==> src/rtl/qam16_pkg.sv <==
// QAM16 shared definitions: symbol width, Gray-coded level constants and the
// 2-bit Gray code <-> level helpers. Used by the symbol upsampler, the RRC
// filters and the receive slicer.
package qam16_pkg;

   localparam int SYM_W = 4;

   typedef logic signed [SYM_W-1:0] level_t;

   localparam level_t LVL_M3 = -4'sd3;
   localparam level_t LVL_M1 = -4'sd1;
   localparam level_t LVL_P1 = 4'sd1;
   localparam level_t LVL_P3 = 4'sd3;

   // Gray order along the axis: 00 -> -3, 01 -> -1, 11 -> +1, 10 -> +3,
   // so neighbouring levels differ in exactly one bit.
   function automatic level_t gray_to_level(input logic [1:0] code);
      level_t lvl;
      lvl = LVL_M3;
      case (code)
         2'b00:   lvl = LVL_M3;
         2'b01:   lvl = LVL_M1;
         2'b11:   lvl = LVL_P1;
         2'b10:   lvl = LVL_P3;
         default: lvl = LVL_M3;
      endcase
      return lvl;
   endfunction

   // Hard decision back to the Gray code; thresholds sit halfway between
   // levels (-2, 0, +2) so the slicer can feed filtered samples directly.
   function automatic logic [1:0] level_to_gray(input level_t lvl);
      logic [1:0] code;
      if (lvl < -4'sd2) begin
         code = 2'b00;
      end else if (lvl < 4'sd0) begin
         code = 2'b01;
      end else if (lvl < 4'sd2) begin
         code = 2'b11;
      end else begin
         code = 2'b10;
      end
      return code;
   endfunction

endpackage

==> src/rtl/qam16_nibble_map.sv <==
// QAM16 nibble mapper (combinational).
// Ports:
//   nibble  in  4  symbol bits b3b2b1b0
//   level_i out 4  signed I level from b3b2
//   level_q out 4  signed Q level from b1b0
module qam16_nibble_map
   import qam16_pkg::*;
(
   input  logic [3:0] nibble,
   output level_t     level_i,
   output level_t     level_q
);

   always_comb begin
      level_i = gray_to_level(nibble[3:2]);
      level_q = gray_to_level(nibble[1:0]);
   end

endmodule

==> src/rtl/qam16_symbol_upsampler.sv <==
// QAM16 symbol upsampler: takes payload bytes over valid/ready, splits each
// into two nibbles, Gray-maps them to signed I/Q levels and zero-stuffs to
// SPS samples per symbol for the I/Q RRC filters.
//
// State registers:
//   reg       | meaning
//   byte_buf  | payload byte waiting to be emitted
//   buf_valid | byte_buf holds at least one unsent nibble
//   nib       | 0: first nibble of byte_buf is next, 1: second nibble is next
//   phase     | sample index within the current symbol period (0..SPS-1)
//
// Ports:
//   clk        in   1  clock, rising edge
//   rst        in   1  asynchronous active-low reset
//   in_data    in   8  payload byte
//   in_valid   in   1  in_data valid
//   in_ready   out  1  a byte can be accepted this cycle
//   sample_en  in   1  advance one output sample; low freezes all state
//   out_i      out  4  signed I sample
//   out_q      out  4  signed Q sample
//   out_valid  out  1  sample belongs to a real symbol period
//   sym_strobe out  1  out_i/out_q carry a new symbol
//   underrun   out  1  a symbol was due and no byte was buffered
module qam16_symbol_upsampler
   import qam16_pkg::*;
#(
   parameter int SPS       = 4,
   parameter bit MSB_FIRST = 1'b1
) (
   input  logic       clk,
   input  logic       rst,
   input  logic [7:0] in_data,
   input  logic       in_valid,
   output logic       in_ready,
   input  logic       sample_en,
   output level_t     out_i,
   output level_t     out_q,
   output logic       out_valid,
   output logic       sym_strobe,
   output logic       underrun
);

   localparam int PH_W = $clog2(SPS);
   localparam logic [PH_W-1:0] PH_ONE  = PH_W'(1);
   localparam logic [PH_W-1:0] PH_LAST = PH_W'(SPS - 1);

   logic [7:0]      byte_buf;
   logic            buf_valid;
   logic            buf_valid_next;
   logic            nib;
   logic [PH_W-1:0] phase;

   logic            accept;
   logic            emit;
   logic            consume;
   logic            first_half;
   logic [3:0]      sel_nibble;
   level_t          map_i;
   level_t          map_q;

   assign accept  = in_valid && in_ready;
   assign emit    = sample_en && (phase == '0) && buf_valid;
   assign consume = emit && nib;

   // nib=0 picks the half that goes out first; MSB_FIRST decides which half.
   assign first_half = (nib == 1'b0);
   assign sel_nibble = (first_half == MSB_FIRST) ? byte_buf[7:4] : byte_buf[3:0];

   // in_ready is only high while the buffer is empty, so accept and consume
   // never coincide and the refill lands one edge after the last emit.
   always_comb begin
      buf_valid_next = buf_valid;
      if (accept) begin
         buf_valid_next = 1'b1;
      end else if (consume) begin
         buf_valid_next = 1'b0;
      end
   end

   qam16_nibble_map u_map (
      .nibble  (sel_nibble),
      .level_i (map_i),
      .level_q (map_q)
   );

   always_ff @(posedge clk or negedge rst) begin
      if (!rst) begin
         byte_buf   <= '0;
         buf_valid  <= 1'b0;
         nib        <= 1'b0;
         phase      <= '0;
         in_ready   <= 1'b0;
         out_i      <= '0;
         out_q      <= '0;
         out_valid  <= 1'b0;
         sym_strobe <= 1'b0;
         underrun   <= 1'b0;
      end else begin
         buf_valid  <= buf_valid_next;
         in_ready   <= !buf_valid_next;
         sym_strobe <= 1'b0;
         underrun   <= 1'b0;
         if (accept) begin
            byte_buf <= in_data;
         end
         if (sample_en) begin
            if (phase == '0) begin
               if (buf_valid) begin
                  out_i      <= map_i;
                  out_q      <= map_q;
                  out_valid  <= 1'b1;
                  sym_strobe <= 1'b1;
                  phase      <= PH_ONE;
                  nib        <= !nib;
               end else begin
                  // Symbol slot with nothing to send: stay at phase 0 and
                  // retry on every enabled cycle.
                  out_i     <= '0;
                  out_q     <= '0;
                  out_valid <= 1'b0;
                  underrun  <= 1'b1;
               end
            end else begin
               out_i     <= '0;
               out_q     <= '0;
               out_valid <= 1'b1;
               phase     <= (phase == PH_LAST) ? '0 : phase + PH_ONE;
            end
         end
      end
   end

endmodule

==> config.mk <==
export PLATFORM = sky130hd
export DESIGN_NAME = qam16_symbol_upsampler
export DESIGN_NICKNAME = d
export VERILOG_FILES = /design/src/rtl/qam16_pkg.sv /design/src/rtl/qam16_nibble_map.sv /design/src/rtl/qam16_symbol_upsampler.sv
export SDC_FILE = /design/constraint.sdc
export NUM_CORES = 1
export LEC_CHECK = 0
export ABC_AREA = 1
export CORE_MARGIN = 4
export CORE_UTILIZATION = 46
export CTS_BUF_LIST = sky130_fd_sc_hd__clkbuf_16
export CTS_CLUSTER_SIZE = 12
export DETAILED_ROUTE_END_ITERATION = 8
export PLACE_DENSITY = 0.82
export SYNTH_ARGS = -nofsm -noshare
export SYNTH_HDL_FRONTEND = slang
export SYNTH_SLANG_ARGS = --single-unit
==> constraint.sdc <==
create_clock -name clk -period 1.2 [get_ports clk]
set_input_delay 0.24 -clock clk [delete_from_list [all_inputs] [get_ports clk]]
set_output_delay 0.24 -clock clk [all_outputs]
set_load 0.03 [all_outputs]
# Word level (Yosys, flattened, before mapping)
# Index checks and enable logic that the tools add are counted.
# classes
n_reduce_logical,11
div_mod_pow,0
eq_ne,8
add_sub_neg,1
bitwise,0
n_shift,0
order_cmp,0
mul,0
n_mux,19
# op_table
operator,n
one-hot mux 4 bit (4 select lines),2
two-way mux 4 bit,5
equality test 2 bit (second input constant),5
two-way mux 1 bit,9
zero test 2 bit,3
two-way mux 2 bit,3
equality test 2 x 1 -> 1 bit (second input constant),2
logical AND 1 bit,4
AND reduction 3 bit,1
adder 2 x 1 -> 2 bit (second input constant),1
zero test 1 bit,2
!= test 2 bit (second input constant),1
AND reduction 2 bit,1
# totals
rom_bits,0
ramBits,0
n_memories,0
regBits,24
latch_bits,0
in_bits,12

# Longest topological paths before layout
# depth
word_depth,7
depth_mapped,7

# Cells and area by module
# A second synthesis with hierarchy kept.
# unflattened
cells_unflattened,134
area_unflattened_um2,1114.8
# by_module_without_submodules
module,area_per_inst_um2,cells_per_inst,n_inst,seq_area_each_um2
qam16_symbol_upsampler,993.5,115,1,600.6
qam16_nibble_map,121.4,19,1,0.0

# Worst setup path before layout
# No wires, ideal clock.
# synth_path
path_kind,register to register
start,register phase[0]
end,register buf_valid
t_required_ns,1.074
setup_slack_ns,0.116
arrival_ns,0.959
n_path_buf,0
path_stages_with_launch,6
cell_sequence,dfrtp_1 inv_1 ha_1 nand3_2 nor2_2 o21ai_2
# synth_via
elab_chain_len,6
# synth_rtl
item,line_no,text
from (decl),qam16_symbol_upsampler.sv:51,logic [PH_W-1:0] phase;
from (signal assigned),qam16_symbol_upsampler.sv:127,phase <= (phase == PH_LAST) ? '0 : phase + PH_ONE;
zero test 2 bit,qam16_symbol_upsampler.sv:62,assign emit = sample_en && (phase == '0) && buf_valid;
logical AND 1 bit (2 in series),qam16_symbol_upsampler.sv:62,
logical AND 1 bit,qam16_symbol_upsampler.sv:63,assign consume = emit && nib;
two-way mux 1 bit,qam16_symbol_upsampler.sv:75,end else if (consume) begin
two-way mux 1 bit,qam16_symbol_upsampler.sv:73,if (accept) begin
via buf_valid_next,qam16_symbol_upsampler.sv:49,logic buf_valid_next;
to (signal assigned),qam16_symbol_upsampler.sv:99,buf_valid <= buf_valid_next;
to (decl),qam16_symbol_upsampler.sv:48,logic buf_valid;
# The timed path passes the listed nets, and every way through them passes these cells.
# A chain may end at the register's enable or synchronous reset.

# Worst setup path after layout
# layout_path
start,register phase[1]
end,register phase[1]
# layout_via
elab_chain_len,3
# layout_rtl
item,line_no
adder 2 x 1 -> 2 bit (tied with other cells),qam16_symbol_upsampler.sv:127
two-way mux 2 bit / != test 2 bit (equally long branches),--
two-way mux 2 bit / AND reduction 2 bit (equally long branches),--
# Parallel ways exist; a longest one is shown, timed or not.

==> results.md <==
- Ys Warns: 0
- LEAKAGE: roughly 0.69 nW
- Combined area of all synthesized cells: 968.4 sq um
- Sum of overflow across all layers after global routing: 0
- TNS Setup: 0 ns
- Post-detailed-route DRC marker count: 0
- Number of cells in the design after placement: between 150 and 200
- Capturing point of the worst reg2reg path: phase[1]
- Vias in the first global route: between 600 and 700
- Yosys top cell area share: between 50% and 60%
- Worst setup path class: register to register
- Final cell count without fillers: about 160
- CTS tree: yes
- Post-synth net total: around 130
- RD Place Congestion: ~0.76
- Biggest area contributors in the synthesized netlist: dfrtp_1 (54%), nand2_1 (15%), a21oi_1 (5.2%), inv_1 (4.3%), nor2_1 (3.5%)
- CTS clock-pin slew for the worst setup and hold paths: approximately 0.060 ns
- Crit path arrival time: around 1.3 ns
- Insertion delay of the later-clocked pin in the worst-skew pair: between 0.2 and 0.3 ns
- Antenna viol nets, final: 0
- Status: completed
- Wire length of the first global-routing pass: 2.939 mm
- Core utilization of the finished layout: 64.77%
- Critical Path RT: roughly 1.4 ns
- Tmin final: between 1 and 1.5 ns
- Number of distinct standard cells referenced by the synthesized netlist: 19
- CP cell instances: inv_2 > ha_4 > inv_2 > o21ai_4 > nor2_1 > a21oi_1
- Final wirelength: between 1.5 and 2 mm
- Cell accounting for the most synthesized area: dfrtp_1
- Max FO, Critical Path: 4
- Number of buffer and inverter instances along the worst setup path: 2
- Antenna violations before repair: 0
- Maximum number of pins on one net before global-route repair: 22
- Sum of internal, switching and leakage power: 0.003253 W
- Most common library cells after synthesis: nand2_1 (38), dfrtp_1 (21), inv_1 (11)
- Net count of the finished layout: ~150
- Via-to-Cell Ratio: around 4.6
- Width of the die: 53.89 um
- Beginning of the worst register-to-register path: phase[1]
- Max Fclk: 881.7 MHz
- Post-CTS setup buffer count: 0
- Tightest Pin Transition: around 0.27 ns
- R2R Setup Slk: ~0.066 ns
- Asr flop ratio synth: 100.0%
- Die Y-Extent: 53.89 um
- Final-report setup violation count: 0
- Fraction of final layout cells with drive strength greater than 1: around 23%
- Crit end category: register
- Number of instances in the synthesized netlist: approximately 110
- Initial cell density of the core: between 40% and 50%
- Number of enable flip-flop cells after synthesis: 0
- Library cell contributing the largest single delay on the critical path: dfrtp_1
- Top-count cell post-synth: nand2_1
- Floorplan row count: 16
- Number of levels in the clock H-tree: 1
- Power per unit of standard cell area: 2534 nW/um^2
- Vias after detailed routing: 750
- Post-detailed-route wirelength per cell: roughly 11 um
- Area of the core: about 2000 sq um
- Clock sink count: 21
- Post-DP HPWL: between 1 and 1.5 mm
- Number of top-level pins: 24
- CTS Buf Count: 3
- Top delay family on crit path: flip-flops
- Worst vdd rail ir drop: between 1000 and 1500 uV
- Element type at the critical path start: register
- Number of maximum-capacitance violations: 0
- Share of the yosys chip area belonging to registers: between 50 and 60%
- Logic depth of the worst register-to-register path: 6
- Min-Delay Path Class: primary input to asynchronous set/reset pin
- Total inserted antenna cells: 0
- Number of hold violations in the final report: 0
- Count of hold buffers inserted by post-cts repair: 0
- Post-synthesis register bit count: 21
- Fin crit share: 94.52%
- Floorplan die area: between 2000 and 3000 sq um
- Largest incremental delay on the critical path: a little under 0.4 ns
- First-pass detailed-route iteration total: 3
- Average cell area after synthesis: roughly 8.6 sq um
- Pins Over Slew Limit: 0
- I/O Buffers: 23
- Most Frequent Cell on Critical Path: inv_2
- Clock Root Buffer: clkbuf_16
- Aggregate global-route resource usage: 14.43%
- Area overhead of the layout relative to synthesis: 32.56%
- Clock tree buffer depth: 2
- Tightest slew margin relative to the limit: ~82%
- Most instantiated flip-flop cell in the synthesis netlist: dfrtp_1
- Iteration-0 DRC count of the detailed router: 2
- Final setup skew: approximately 0.0029 ns
## layout by cell type (no fill, tap or decap), types with 2 or more instances in the layout
| master | count |
|---|---|
| nand2_1 | 38 |
| dfrtp_1 | 20 |
| buf_4 | 14 |
| clkdlybuf4s50_1 | 11 |
| inv_1 | 10 |
| a21oi_1 | 10 |
| nor2_1 | 9 |
| inv_2 | 5 |
| clkbuf_16 | 3 |
| nor3_1 | 2 |
| nand3_1 | 2 |
| o21ai_1 | 2 |
## worst reg2reg max path: cells and delay by family, from the launching register on
family,cells,cell delay (ns)
buffers and inverters,2,0.13
adder cells (fa/ha/maj),1,0.16
flip-flops,1,0.39
AND/OR/NAND/NOR,1,0.06
AO/OA/AOI/OAI,2,0.30
## cell families (layout without fill, tap and decap cells)
| group | after synthesis | in the layout | share of synthesized area, % |
|---|---|---|---|
| xor+xnor | 1 | 1 | 0.9046 |
| flops | 21 | 21 | 54.26 |
| buf+inv | 21 | 45 | 11.11 |
| fa+ha+maj | 2 | 2 | 2.584 |
| simple gates | 54 | 54 | 23.13 |
| compound gates | 14 | 14 | 8.011 |
## per-layer routing
metal  up-vias  routed length [um]  global-route usage [%]
met5         -                   0                       0
met4         0                   7                   6.383
met3         2                 105                   3.324
met2        15                 935                   26.41
met1       343                 757                   15.58
li1        390                   -                       -
## per-stage QoR
stage	setup WS [ns]	hold slack [ns]	area, sq um
2_1_floorplan	0.1155	-0.05559	968.4
3_3_place_gp	-0.09223	0.4664	1176
3_5_place_dp	-0.1015	0.4695	1176
4_1_cts	-0.0004394	0.3353	1265
5_1_grt	-0.002770	0.3650	1284
6_report	0.06579	0.3299	1284
## where the power goes
group	switching, W	total (W)	internal [W]
Combinational	0.000844	0.00136	0.000514
Sequential	0.000222	0.00121	0.000988
Clock	0.000242	0.000685	0.000443
## area by class of cell
type / count / area [sq um]
repair buffers: 25 / 215.2
multi-input cells: 71 / 362.8
inverters: 16 / 66.31
clock inverters: 1 / 3.754
clock buffers: 3 / 75.07
fillers: 163 / 698.2
flip-flops and latches: 21 / 526.8
well taps: 27 / 33.78
## flip-flops by register name (all words and copies together), names as in the netlist
register,count
underrun,1
out_i,3
phase,2
out_valid,1
nib,1
buf_valid,1
byte_buf,8
in_ready,1
sym_strobe,1
out_q,2
## worst max-delay path by stage
stage | from | end | slack, ns | cells after the start
2_1_floorplan | phase[0] | buf_valid | 0.12 | 5
3_3_place_gp | sample_en | buf_valid | -0.09 | 4
3_5_place_dp | sample_en | buf_valid | -0.10 | 4
4_1_cts | phase[1] | buf_valid | -0.0004 | 5
5_1_grt | phase[1] | phase[1] | -0.003 | 6
6_report | phase[1] | phase[1] | 0.07 | 6
## timing repair
| action | CTS | global route |
|---|---|---|
| pin swaps | 0 | 0 |
| resized for setup | 2 | 5 |
| endpoints found under the setup margin | 3 | 7 |
Note: power is estimated with default switching activity, not from simulation.
==> RTL edit (config.mk and constraints unchanged) <==
`SYM_W`: 4 -> 6.
--- a/src/rtl/qam16_pkg.sv
+++ b/src/rtl/qam16_pkg.sv
@@ -5,3 +5,3 @@
 
-   localparam int SYM_W = 4;
+   localparam int SYM_W = 6;
 
Ports: changed (resized out_i and out_q); port bits go from 24 to 28. The function was not compared with the original's and may differ.
==> RTL edit against the original RTL <==
Combinational power is 10% higher. Non-clock buffer count rose by 3. Total power rose by 5.2%. Cell count up 1.8%. Largest cell class unchanged. Design area increased by 2.4%. Die area rose by 2.6%. Routed wire length rose by 4.0%. Synthesized area grew 3.1%. Sequential cell count unchanged. Maximum frequency up 1.9%. Setup slack better by 21 ps.
==> RTL edit: results (changes against the original RTL) <==
{
  "global_routing": {
    "number_of_global_route_vias_before_repair": {"value": 696, "change": "-0.29%"},
    "gr-usage-all-layers": {"value": 14.06, "unit": "%", "change": "-0.37 points"},
    "grt_pass1_wl": {"value": 2953, "unit": "microns", "change": "+0.48%"}
  },
  "timing": {
    "worst_case_hold_slack": {"value": 327.8, "unit": "ps", "change": "-2.101 ps"},
    "clock_skew": {"value": 4.012, "unit": "ps", "change": "+1.135 ps"},
    "worst_pin_slew": {"value": 271.0, "unit": "ps", "change": "+3.362 ps"}
  },
  "yosys": {
    "yosysSeqAreaShare": {"value": 52.63, "unit": "%", "change": "-1.6 points"},
    "synth_cell_types": {"value": 19, "change": "unchanged"},
    "synth_area_leaders": "dfrtp_1 (53%), nand2_1 (14%), buf_4 (6.0%), a21oi_1 (5.0%), inv_1 (4.1%)",
    "synthAdderAreaFrac": {"value": 2.506, "unit": "%", "change": "-0.078 points"},
    "postSynthNetCount": {"value": 131, "change": "+3.1%"},
    "post_synth.cell_area_avg": {"value": 8.534, "unit": "sq um", "change": "-0.42%"},
    "synth_compound_gate_area_share": {"value": 7.769, "unit": "%", "change": "-0.24 points"}
  },
  "routing": {
    "post_drt_wl_per_cell": {"value": 11.24, "unit": "microns", "change": "+2.1%"},
    "vias_per_cell": {"value": 4.623, "change": "+1.1%"},
    "route.vias.total": {"value": 772, "change": "+2.9%"},
    "dr.first_iter.drc_count": {"value": 7, "change": "+5"},
    "drtPass1Iterations": {"value": 4, "change": "+1"}
  },
  "setup_path": {
    "reg2reg_setup_slack": {"value": 90, "unit": "ps", "change": "+20 ps"}
  },
  "finish": {
    "final.fill_count": {"value": 153, "change": "-6.1%"},
    "drive_above_1_share": {"value": 24.29, "unit": "%", "change": "+1.7 points"}
  },
  "status": {
    "run_status": "completed"
  },
  "placement": {
    "port_buffers": {"value": 27, "change": "+17%"},
    "place.detailed.instances": {"value": 163, "change": "+1.9%"},
    "dpl-instance-area": {"value": 1199, "unit": "sq um", "change": "+1.9%"}
  },
  "pwr": {
    "cellInternalPower": {"value": 1.992, "unit": "mW", "change": "+2.4%"},
    "vdd.ir_drop.worst": {"value": 1.226, "unit": "mV", "change": "-14%"},
    "cellLeakagePower": {"value": 0.7009, "unit": "nW", "change": "+1.8%"}
  },
  "clock_tree": {
    "path_clk_slew": {"value": 60, "unit": "ps", "change": "about the same"},
    "cts_h_tree_lvls": {"value": 1, "change": "unchanged"}
  }
}
[RTL edit: changes by cell type in the layout (fill, tap and decap cells not counted)]
cell,delta
clkinvlp_4,+1
nor2_2,-1
nor2_4,+1
buf_4,+3
inv_2,-1
[RTL edit: cell type report]
type / instances / area, sq um / area share [%]
sequential: 21 / 526.8 / 40.06
multi-input combinational: 71 / 367.9 / 27.97
timing repair buffer: 28 / 237.7 / 18.08
clock buffer: 3 / 75.07 / 5.709
inverter: 16 / 66.31 / 5.043
tap: 27 / 33.78 / 2.569
clock inverter: 1 / 7.507 / 0.5709
[RTL edit: per-stage QoR]
stage	setup slack [ps]	util, %
6_report	87.10	65.69
2_1_floorplan	115.5	-
5_1_grt	9.044	65.69
4_1_cts	19.62	64.50
3_5_place_dp	-124.1	59.88
3_3_place_gp	-88.75	59.88
[RTL edit: repair_timing]
action                     CTS  global route
setup endpoints to repair    2             4
pin swaps                    0             0
gates resized for setup      2             5
gates cloned                 0             0
[RTL edit: worst max-delay path by stage]
stage | to | slack [ps] | cells past startpoint
2_1_floorplan | buf_valid | 120 | 5
3_3_place_gp | buf_valid | -90 | 4
3_5_place_dp | buf_valid | -120 | 4
4_1_cts | phase[1] | 20 | 6
5_1_grt | phase[1] | 9 | 6
6_report | phase[1] | 90 | 6
[RTL edit: power groups by stage]
stage               Clock, mW  Combinational, mW  Sequential, mW
global placement            0               1.39            1.20
global route            0.752               1.66            1.26
finish                  0.701               1.50            1.22
CTS                     0.718               1.46            1.22
detailed placement          0               1.42            1.22
floorplan                   0               1.00            1.31
[RTL edit: cell families (layout without fill, tap and decap cells)]
kind of cell | after synthesis | after routing
simple gates | 54 | 54
compound gates | 14 | 14
buf+inv | 25 | 48
fa+ha+maj | 2 | 2
flops | 21 | 21
xor+xnor | 1 | 1
[RTL edit: routing by layer]
metal  share of wire, %  global-route usage, %  vias to the layer above  wire length [microns]
met5                  0                      0                        -                      0
met4                1.2                  8.714                        0                     23
met3                4.1                  1.907                        2                     77
met2                 52                  25.20                       20                    973
met1                 43                  15.37                      345                    803
li1                   -                      -                      405                      -
